File: src/rtl/rd_line_collector_pkg.sv
`default_nettype none
// ============================================================================
// Module      : rd_line_collector_pkg
// Description : Shared constants and types for the read-return line collector.
// Revision    : 1.0 - initial release
// ============================================================================
package rd_line_collector_pkg;

    localparam int c_LINE_WORDS = 4;
    localparam int c_WORD_WIDTH = 32;
    localparam int c_LINE_WIDTH = c_LINE_WORDS * c_WORD_WIDTH;
    localparam int c_DEST_WIDTH = 4;

    // RDdest value meaning "no word on the return path this cycle"
    localparam logic [c_DEST_WIDTH-1:0] c_DEST_NULL = 4'd0;

    // Line-assembly state
    typedef enum logic [0:0] {
        ST_IDLE    = 1'b0,
        ST_COLLECT = 1'b1
    } collectState_t;

endpackage : rd_line_collector_pkg
`default_nettype wire

File: src/rtl/rd_line_collector_fifo.sv
`default_nettype none
// ============================================================================
// Module      : line_fifo
// Description : Synchronous FIFO of assembled lines. Head is presented
//               combinationally; when empty the last popped line is held.
// Revision    : 1.0 - initial release
// ============================================================================
module line_fifo #(
    parameter int WIDTH = 128,
    parameter int DEPTH = 4
) (
    input  logic             clock,
    input  logic             reset,
    input  logic             i_push,
    input  logic             i_pop,
    input  logic [WIDTH-1:0] i_data,
    output logic [WIDTH-1:0] o_data,
    output logic             o_full,
    output logic             o_empty
);

    localparam int c_PTR_W = $clog2(DEPTH);
    localparam logic [c_PTR_W:0] c_DEPTH_CNT = (c_PTR_W + 1)'(DEPTH);

    logic [WIDTH-1:0]   r_mem [DEPTH];
    logic [c_PTR_W-1:0] r_wrPtr;
    logic [c_PTR_W-1:0] r_rdPtr;
    logic [c_PTR_W:0]   r_count;
    logic [WIDTH-1:0]   r_hold;
    logic               w_doPush;
    logic               w_doPop;

    assign o_empty  = (r_count == '0);
    assign o_full   = (r_count == c_DEPTH_CNT);
    assign w_doPop  = i_pop && !o_empty;
    // A full FIFO still accepts a push when the head leaves on the same edge
    assign w_doPush = i_push && (!o_full || w_doPop);
    assign o_data   = o_empty ? r_hold : r_mem[r_rdPtr];

    // Storage array: written only on an accepted push, never reset
    always_ff @(posedge clock) begin
        if (w_doPush) begin
            r_mem[r_wrPtr] <= i_data;
        end
    end

    // Pointers, occupancy and the held copy of the last popped line
    always_ff @(posedge clock or posedge reset) begin
        if (reset) begin
            r_wrPtr <= '0;
            r_rdPtr <= '0;
            r_count <= '0;
            r_hold  <= '0;
        end else begin
            if (w_doPush) begin
                r_wrPtr <= r_wrPtr + 1'b1;
            end
            if (w_doPop) begin
                r_rdPtr <= r_rdPtr + 1'b1;
                r_hold  <= r_mem[r_rdPtr];
            end
            case ({w_doPush, w_doPop})
                2'b10:   r_count <= r_count + 1'b1;
                2'b01:   r_count <= r_count - 1'b1;
                default: r_count <= r_count;
            endcase
        end
    end

endmodule : line_fifo
`default_nettype wire

File: src/rtl/rd_line_collector.sv
`default_nettype none
// ============================================================================
// Module      : rd_line_collector
// Description : Collects four read-return words addressed to this ring
//               station into a 128-bit line, buffers lines in a FIFO and
//               tracks the number of reads still outstanding.
// Revision    : 1.0 - initial release
// ============================================================================
module rd_line_collector
    import rd_line_collector_pkg::*;
#(
    parameter logic [3:0] CORE_ID         = 4'd1,
    parameter int         FIFO_DEPTH      = 4,
    parameter int         MAX_OUTSTANDING = 7
) (
    input  logic         clock,
    input  logic         reset,
    input  logic [31:0]  RDreturn,
    input  logic [3:0]   RDdest,
    input  logic         readIssued,
    output logic [127:0] lineData,
    output logic         lineValid,
    input  logic         lineReady,
    output logic [2:0]   outstanding,
    output logic         busy,
    output logic         overflow,
    output logic         spurious
);

    localparam logic [2:0] c_MAX_OUT = 3'(MAX_OUTSTANDING);

    collectState_t r_state;
    logic [1:0]    r_wordCnt;
    logic [95:0]   r_lineLow;
    logic          r_busy;
    logic [2:0]    r_outstanding;
    logic          r_overflow;
    logic          r_spurious;

    logic          w_accept;
    logic          w_complete;
    logic          w_pop;
    logic          w_push;
    logic          w_fifoFull;
    logic          w_fifoEmpty;
    logic [127:0]  w_line;

    // A word is ours only when addressed to this station; the null code never matches
    assign w_accept   = (RDdest == CORE_ID) && (RDdest != c_DEST_NULL);
    assign w_complete = w_accept && (r_wordCnt == 2'd3);
    assign w_line     = {RDreturn, r_lineLow};
    assign w_pop      = lineValid && lineReady;
    // A completed line that finds the FIFO full with no pop is dropped
    assign w_push     = w_complete && (!w_fifoFull || w_pop);

    assign lineValid   = !w_fifoEmpty;
    assign busy        = r_busy;
    assign outstanding = r_outstanding;
    assign overflow    = r_overflow;
    assign spurious    = r_spurious;

    // Collection FSM: word counter, state and registered busy flag
    always_ff @(posedge clock or posedge reset) begin
        if (reset) begin
            r_state   <= ST_IDLE;
            r_wordCnt <= 2'd0;
            r_busy    <= 1'b0;
        end else if (w_accept) begin
            r_wordCnt <= r_wordCnt + 2'd1;
            case (r_state)
                ST_IDLE: begin
                    r_state <= ST_COLLECT;
                    r_busy  <= 1'b1;
                end
                ST_COLLECT: begin
                    if (r_wordCnt == 2'd3) begin
                        r_state <= ST_IDLE;
                        r_busy  <= 1'b0;
                    end
                end
                default: begin
                    r_state <= ST_IDLE;
                    r_busy  <= 1'b0;
                end
            endcase
        end
    end

    // Capture words 0..2; word 3 goes straight from RDreturn into the FIFO
    always_ff @(posedge clock or posedge reset) begin
        if (reset) begin
            r_lineLow <= '0;
        end else if (w_accept) begin
            case (r_wordCnt)
                2'd0:    r_lineLow[31:0]  <= RDreturn;
                2'd1:    r_lineLow[63:32] <= RDreturn;
                2'd2:    r_lineLow[95:64] <= RDreturn;
                default: r_lineLow        <= r_lineLow;
            endcase
        end
    end

    // Outstanding-read counter with sticky overflow/spurious error flags
    always_ff @(posedge clock or posedge reset) begin
        if (reset) begin
            r_outstanding <= 3'd0;
            r_overflow    <= 1'b0;
            r_spurious    <= 1'b0;
        end else begin
            if (w_complete && !w_push) begin
                r_overflow <= 1'b1;
            end
            if (w_complete && (r_outstanding == 3'd0)) begin
                r_spurious <= 1'b1;
            end
            if (readIssued && !w_complete) begin
                if (r_outstanding == c_MAX_OUT) begin
                    r_overflow <= 1'b1;
                end else begin
                    r_outstanding <= r_outstanding + 3'd1;
                end
            end else if (w_complete && !readIssued) begin
                if (r_outstanding != 3'd0) begin
                    r_outstanding <= r_outstanding - 3'd1;
                end
            end
        end
    end

    line_fifo #(
        .WIDTH (c_LINE_WIDTH),
        .DEPTH (FIFO_DEPTH)
    ) u_lineFifo (
        .clock   (clock),
        .reset   (reset),
        .i_push  (w_push),
        .i_pop   (w_pop),
        .i_data  (w_line),
        .o_data  (lineData),
        .o_full  (w_fifoFull),
        .o_empty (w_fifoEmpty)
    );

endmodule : rd_line_collector
`default_nettype wire
File: config.mk
export PLATFORM = sky130hd
export DESIGN_NAME = rd_line_collector
export DESIGN_NICKNAME = d
export VERILOG_FILES = /design/src/rtl/rd_line_collector_pkg.sv /design/src/rtl/rd_line_collector_fifo.sv /design/src/rtl/rd_line_collector.sv
export SDC_FILE = /design/constraint.sdc
export NUM_CORES = 1
export LEC_CHECK = 0
export CAP_MARGIN = 25
export CORE_MARGIN = 1
export CORE_UTILIZATION = 55
export CTS_CLUSTER_DIAMETER = 60
export DETAILED_ROUTE_END_ITERATION = 8
export MAX_ROUTING_LAYER = met4
export PLACE_DENSITY = 0.75
export RECOVER_POWER = 100
export REMOVE_ABC_BUFFERS = 1
export SETUP_SLACK_MARGIN = 0.05
export SLEW_MARGIN = 20
export SYNTH_ARGS = -nofsm -noshare
export SYNTH_HDL_FRONTEND = slang
export SYNTH_SLANG_ARGS = --single-unit
File: constraint.sdc
create_clock -name clock -period 13 [get_ports clock]
set_input_delay 2.6 -clock clock [delete_from_list [all_inputs] [get_ports clock]]
set_output_delay 2.6 -clock clock [all_outputs]
set_load 0.05 [all_outputs]
==> results of run 1 <==
power by group through the flow:
stage          Combinational, W  Sequential, W  Clock, W
6_report                0.00335        0.00339   0.00216
5_1_grt                 0.00355        0.00344   0.00230
2_1_floorplan           0.00248        0.00345         0
4_1_cts                 0.00348        0.00339   0.00220
3_3_place_gp            0.00342        0.00339         0
3_5_place_dp            0.00345        0.00343         0
flip-flops by register name, indices dropped and copies added (netlist names):
name and cells:
u_lineFifo.r_count 3, u_lineFifo.r_rdPtr 2, busy 1, outstanding 3, r_state 1, r_wordCnt 2, r_lineLow 96, u_lineFifo.r_wrPtr 2
overflow 1, u_lineFifo.r_mem 512, u_lineFifo.r_hold 128, spurious 1
worst max-delay path by stage:
stage / startpoint / to / slack [ns] / cells after the start
after detailed placement: RDdest[1] / u_lineFifo.r_mem[0][72] / 6.44 / 6
after floorplan: u_lineFifo.r_count[0] / u_lineFifo.r_count[2] / 3.29 / 9
final: RDdest[1] / u_lineFifo.r_mem[0][104] / 4.16 / 6
after global routing: reset / u_lineFifo.r_rdPtr[1] / 3.40 / 4
after CTS: u_lineFifo.r_rdPtr[1] / lineData[50] / 5.97 / 5
after global placement: RDdest[1] / u_lineFifo.r_mem[0][72] / 6.50 / 6
stage by stage:
stage / cell area [µm²] / std cells / util, % / hold slack, ns
2_1_floorplan: 28800 / 1566 / - / 0.442
3_3_place_gp: 31600 / 2445 / 60.2 / 0.452
3_5_place_dp: 31600 / 2446 / 60.2 / 0.459
4_1_cts: 34100 / 2584 / 65.0 / 0.474
5_1_grt: 34100 / 2593 / 65.0 / 0.488
6_report: 34100 / 2595 / 65.0 / 0.468
layout make-up:
type / count / area [µm²]
sequential: 752 / 21400
fill: 3497 / 18400
multi-input combinational: 802 / 7360
clock buffer: 105 / 2130
timing repair buffer: 196 / 1930
tap: 688 / 861
clock inverter: 33 / 345
inverter: 12 / 47.5
antenna: 7 / 17.5
kinds of logic after synthesis:
logic type,count (synthesis),share of synthesized area (%)
muxes,353,18.6
DFF,752,73.3
adders and majority gates,12,0.566
and+or+nand+nor,415,5.56
xor gates and xnor gates,7,0.210
AOI/OAI and AO/OA,15,0.304
buffers and inverters,94,1.53
tightest hold or removal path, cell delays in order, from the launching register on:
cell     delay (ns)
dfrtp_1        0.33
nand2_1        0.05
nand2_1        0.05
layout by cell type (no fill, tap or decap), types with 3 or more instances in the layout:
master / instances
edfxtp_1: 512
nand2_1: 390
dfrtp_1: 239
mux2_2: 209
dlygate4sd3_1: 150
mux4_2: 128
clkbuf_16: 79
clkbuf_1: 31
clkdlybuf4s50_1: 24
mux2_1: 16
clkinv_2: 14
inv_1: 10
ha_1: 10
clkinv_1: 8
diode_2: 7
bufinv_16: 7
o21ai_0: 6
clkbuf_8: 6
buf_4: 6
xnor2_1: 5
nor2_1: 5
a21oi_1: 4
nor2b_1: 3
nor4b_1: 3
nand2_2: 3
and2_4: 3
routing by layer:
layer  up-vias  global-route usage [%]  share of wire [%]
met1      7809                    31.3                 44
met2       350                    36.5                 50
met5         -                       -                  0
li1       6536                       -                  -
met4         0                    6.52                1.8
met3        76                    4.27                4.9
==> run metrics, run 1 <==
post-DP HPWL around 32 mm; P_leak 12.9 nW; PostCTS Resize Cnt 0; Internal around 0.0056 W; P per Cell Area roughly 260 mW/mm²; CP startpoint kind input port; Clk pwr share ~24%; slew margin rel. -191%; top-count cell post-synth edfxtp_1; number of global-route vias before repair 15517; RSZ-0062 raised after global routing false; RR Startpoint u_lineFifo.r_count[1]; Post-Place Setup Slack about 6.4 ns; Final Hold Vio Count 0; final RePlAce weighted congestion 0.760; Worst setup EP type flop; Hold Crit Class reg -> reg; CTS tree yes; R2R depth 9; # IOs 175; Max Slew Vio Count 737; WHS Path Cells 2; maximum fanout along the worst path 40; Hold Startpoint u_lineFifo.r_hold[61]; Post CTS Setup Buffer Count 0; fin nets roughly 1900; CP arrival approximately 9.0 ns; Final min period ~9 ns; Setup-failing EPs final 0; global-route wire length before repair approximately 90 mm; total power roughly 0.009 W; Core Region roughly 0.052 mm²; Synth Register Bits between 700 and 800; Die Ht between 200 and 250 µm; synth warn 0; number of remaining DRC errors 0; # clock sinks between 700 and 800; TritonCTS Buffers between 70 and 80; via count around 15000; critical-path cell list dlygate4sd3_1 > nor4b_1 > nand2_1 > nor2_1 > and2_0 > clkbuf_1; sw power 0.00327 W; period utilization between 60% and 70%; FFs w/ async S/R, synth between 30% and 40%; Max Freq approximately 110 MHz; Slew @ Worst Pin 4.36 ns; initial drt markers ~1100; Routed Wire Length roughly 59 mm; max incr delay on CP 2.00 ns; Initial Util a little under three fifths; CP bufs+invs 2; EDFF count, synth ~510; synthesized area between 0.02 and 0.03 mm²; cell taking the most area after synthesis edfxtp_1; status complete, but fails checks; setup_tns 0 ns; failing checks max-capacitance violations, max-slew violations; H-tree depth 3; Synth cell types 34; Layout Area Growth over Synthesis 16.8%; switch share 36.7%; slowest CP cell clkbuf_1; combinational share of power a little under two fifths; Worst-Skew Late Latency 0.60 ns; Crit Path Category in -> reg; total gr overflow 0; final clock skew between 0.01 and 0.015 ns; Clock transition at path regs approximately 0.050 ns; final worst slack 4.16 ns; root buffer cell clkbuf_16; Crit path max-delay family simple AND/OR/NAND/NOR gates; count of TritonRoute iterations in the first routing pass 5; Mapped Cells approximately 1600; Die Footprint between 0.05 and 0.06 mm²; Avg Cell Area, Syn 17.7 µm²; sequential power share approximately two fifths; WL/cell about 23 µm; Hold Path End u_lineFifo.r_hold[61]; top area cells in the synthesized netlist edfxtp_1, dfrtp_1, mux4_2, mux2_2, nand2_1; r2r setup slk roughly 5.9 ns; RR Endpoint u_lineFifo.r_count[2]; initial antenna violation count 5; proportion of layout cells with a drive suffix above 1 between 20% and 30%; largest net degree at the start of global routing ~120; dominant synthesized flop cell edfxtp_1; top post-synthesis cells by count edfxtp_1, nand2_1, dfrtp_1; Row Count 84; vias per inst 5.69; All-Layer GR Usage 23.2%; Max-Cap Viols 17; maximum vdd ir drop 0.172 mV; register area share after synthesis about three quarters; Data required, critical path between 10 and 15 ns; buffers added on ports ~170; die width roughly 230 µm; Routed Antenna Nets 0; deepest clock path buffer count 3; hold_buf cts 0; Yosys top cell area share between 50% and 60%
No activity file was read; power rests on OpenSTA's default activity.
==> inputs of run 2 (changes only) <==
--- a/config.mk
+++ b/config.mk
@@ -7,7 +7,7 @@
 export LEC_CHECK = 0
 export CAP_MARGIN = 25
 export CORE_MARGIN = 1
-export CORE_UTILIZATION = 55
+export CORE_UTILIZATION = 53
 export CTS_CLUSTER_DIAMETER = 60
 export DETAILED_ROUTE_END_ITERATION = 8
 export MAX_ROUTING_LAYER = met4
==> constraint.sdc (replaced) <==
create_clock -name clock -period 7.3 [get_ports clock]
set_input_delay 1.46 -clock clock [delete_from_list [all_inputs] [get_ports clock]]
set_output_delay 1.46 -clock clock [all_outputs]
set_load 0.05 [all_outputs]
==> run 2 against run 1 <==
Net effect: worst hold slack better by 0.0027 ns; the run still ends with max-capacitance violations, max-slew violations left; sequential power up 78%; largest cell class unchanged; first-iteration DRC count down 8.4%.
==> run metrics, run 2 (same netlist as run 1, synthesis figures left out) <==
number of remaining DRC errors 0 (unchanged); global-route wire length before repair 90.1 mm (-1.0%); Routed Wire Length 57.7 mm (-2.2%); max reg flops 512 (unchanged); TritonCTS Buffers 74 (-2.6%); All-Layer GR Usage 21.9% (-1.3 points); Critical Path Stages 4 (-2); P per Cell Area 465 mW/mm² (+78%); Max Freq 167 MHz; Worst-Skew Late Latency 0.61 ns (about the same); Data required, critical path 5.84 ns (-7.30 ns); Final min period approximately 6 ns; slew margin rel. -114% (+77 points); CP startpoint kind flop; design area 0.0341 mm² (+0.21%); RR Endpoint u_lineFifo.r_hold[95]; Final Hold Vio Count 0 (unchanged); maximum vdd ir drop 0.297 mV (+73%); period utilization 82.0%; total power 0.0159 W (+79%); Largest regs u_lineFifo.r_mem (512), u_lineFifo.r_hold (128), r_lineLow (96); Crit Path Category reg -> out; number of global-route vias before repair 15605 (+0.57%); CTS tree yes; Core Region 0.0541 mm² (+3.2%); H-tree depth 3 (unchanged); Max Slew Vio Count 663 (-10%); register area 0.0214 mm² (about the same); P_leak 12.9 nW (+0.45%); Max-Cap Viols 11 (-6); # clock sinks 752 (unchanged); Setup-failing EPs final 0 (unchanged); Row Count 85 (+1.2%); initial antenna violation count 8 (+3); final RePlAce weighted congestion 0.729 (-4.1%); vias per inst 5.68 (-0.17%); Hold Path End u_lineFifo.r_hold[111]; Worst setup EP type output pin; PostCTS Resize Cnt 0 (unchanged); total gr overflow 0 (unchanged); WL/cell 22.2 µm (-2.3%); register with the most flip-flops u_lineFifo.r_mem; Clock transition at path regs 0.06 ns (about the same); r2r setup slk 1.37 ns (-4.51 ns); RR Startpoint u_lineFifo.r_count[1]; via count 14757 (-0.095%); failing checks max-capacitance violations, max-slew violations; CP bufs+invs 2 (unchanged); deepest clock path buffer count 3 (unchanged); Routed Antenna Nets 0 (unchanged); max incr delay on CP 1.45 ns (-0.55 ns); root buffer cell clkbuf_16; placed cell area 0.0317 mm² (+0.23%); slowest CP cell clkbuf_4; WHS Path Cells 2 (unchanged); buffers added on ports 174 (unchanged); Die Footprint 0.0560 mm² (+3.7%); critical-path cell list clkbuf_4 > mux4_2 > mux2_2 > dlygate4sd3_1; Initial Util 53.9% (-1.7 points); initial drt markers 971 (-8.4%); footprint of the multi-input gates 0.00735 mm² (about the same); Hold Startpoint u_lineFifo.r_hold[111]; RSZ-0062 raised after global routing false; hold_buf cts 0 (unchanged); proportion of layout cells with a drive suffix above 1 26.3% (+1.7 points); most common cell after layout, fill and taps aside edfxtp_1; final clock skew 0.0178 ns (+0.00280 ns); largest net degree at the start of global routing 134 (+8.1%); die width 237 µm (+1.9%); Die Ht 237 µm (+1.9%); Layout Area Growth over Synthesis 17.0%; filler cell count 3688 (+5.5%); Post CTS Setup Buffer Count 0 (unchanged); R2R depth 7 (-2); most frequent cells in the layout edfxtp_1, nand2_1, dfrtp_1, mux2_2, dlygate4sd3_1; CP arrival 4.53 ns (-4.45 ns); status complete, but fails checks; post-DP HPWL 30.5 mm (-3.8%); maximum fanout along the worst path 82 (+110%); Slew @ Worst Pin 3.21 ns (-1.16 ns); Crit path max-delay family buffers and inverters; Hold Crit Class reg -> reg; fin nets 1887 (-0.26%); # IOs 175 (unchanged); count of TritonRoute iterations in the first routing pass 5 (unchanged)
-- run 2: worst max-delay path by stage --
stage                          start                  endpoint  slack (ns)
6_report       u_lineFifo.r_rdPtr[0]             lineData[121]        1.31
5_1_grt        u_lineFifo.r_rdPtr[0]             lineData[121]        0.97
4_1_cts        u_lineFifo.r_rdPtr[1]              lineData[62]        1.99
3_5_place_dp               RDdest[1]  u_lineFifo.r_mem[2][112]        2.53
3_3_place_gp               RDdest[1]   u_lineFifo.r_mem[1][29]        2.63
2_1_floorplan  u_lineFifo.r_count[0]     u_lineFifo.r_count[2]       -2.41
-- run 2: per-layer routing --
| metal | GRT usage (%) | routed length (µm) | vias up |
|---|---|---|---|
| li1 | - | - | 6530 |
| met1 | 29.5 | 25200 | 7764 |
| met2 | 34.8 | 28800 | 381 |
| met3 | 3.45 | 2520 | 82 |
| met4 | 6.57 | 1150 | 0 |
| met5 | - | 0 | - |
-- run 2: per-stage QoR --
stage               utilization, %  setup TNS (ns)  hold WS (ns)  cells  setup WS [ns]
finish                        63.1               0         0.470   2597           1.31
floorplan                        -         -400.16         0.442   1566          -2.41
global placement              58.5               0         0.452   2455           2.63
detailed placement            58.5               0         0.458   2455           2.53
CTS                           63.2               0         0.474   2591           1.99
global route                  63.1               0         0.485   2595          0.967
-- run 2: report_power, final --
part / switching, W / internal, W
Sequential: 0.000566 / 0.00546
Clock: 0.00156 / 0.00238
Combinational: 0.00366 / 0.00226
-- run 2: cell type report --
| class | count | share of cell area [%] |
|---|---|---|
| antenna | 6 | 0.0440 |
| sequential | 752 | 62.6 |
| timing repair buffer | 193 | 5.59 |
| tap | 696 | 2.55 |
| clock buffer | 105 | 6.40 |
| multi-input combinational | 802 | 21.5 |
| clock inverter | 31 | 1.08 |
| inverter | 12 | 0.147 |
-- run 2: worst register-to-register path, cell delays in order (launching register included) --
cell	delay, ns
dfrtp_1	0.41
or3_4	0.68
buf_4	0.43
nand2_1	0.22
clkbuf_1	2.08
clkbuf_2	1.68
nand2_1	0.23
nand2_1	0.14
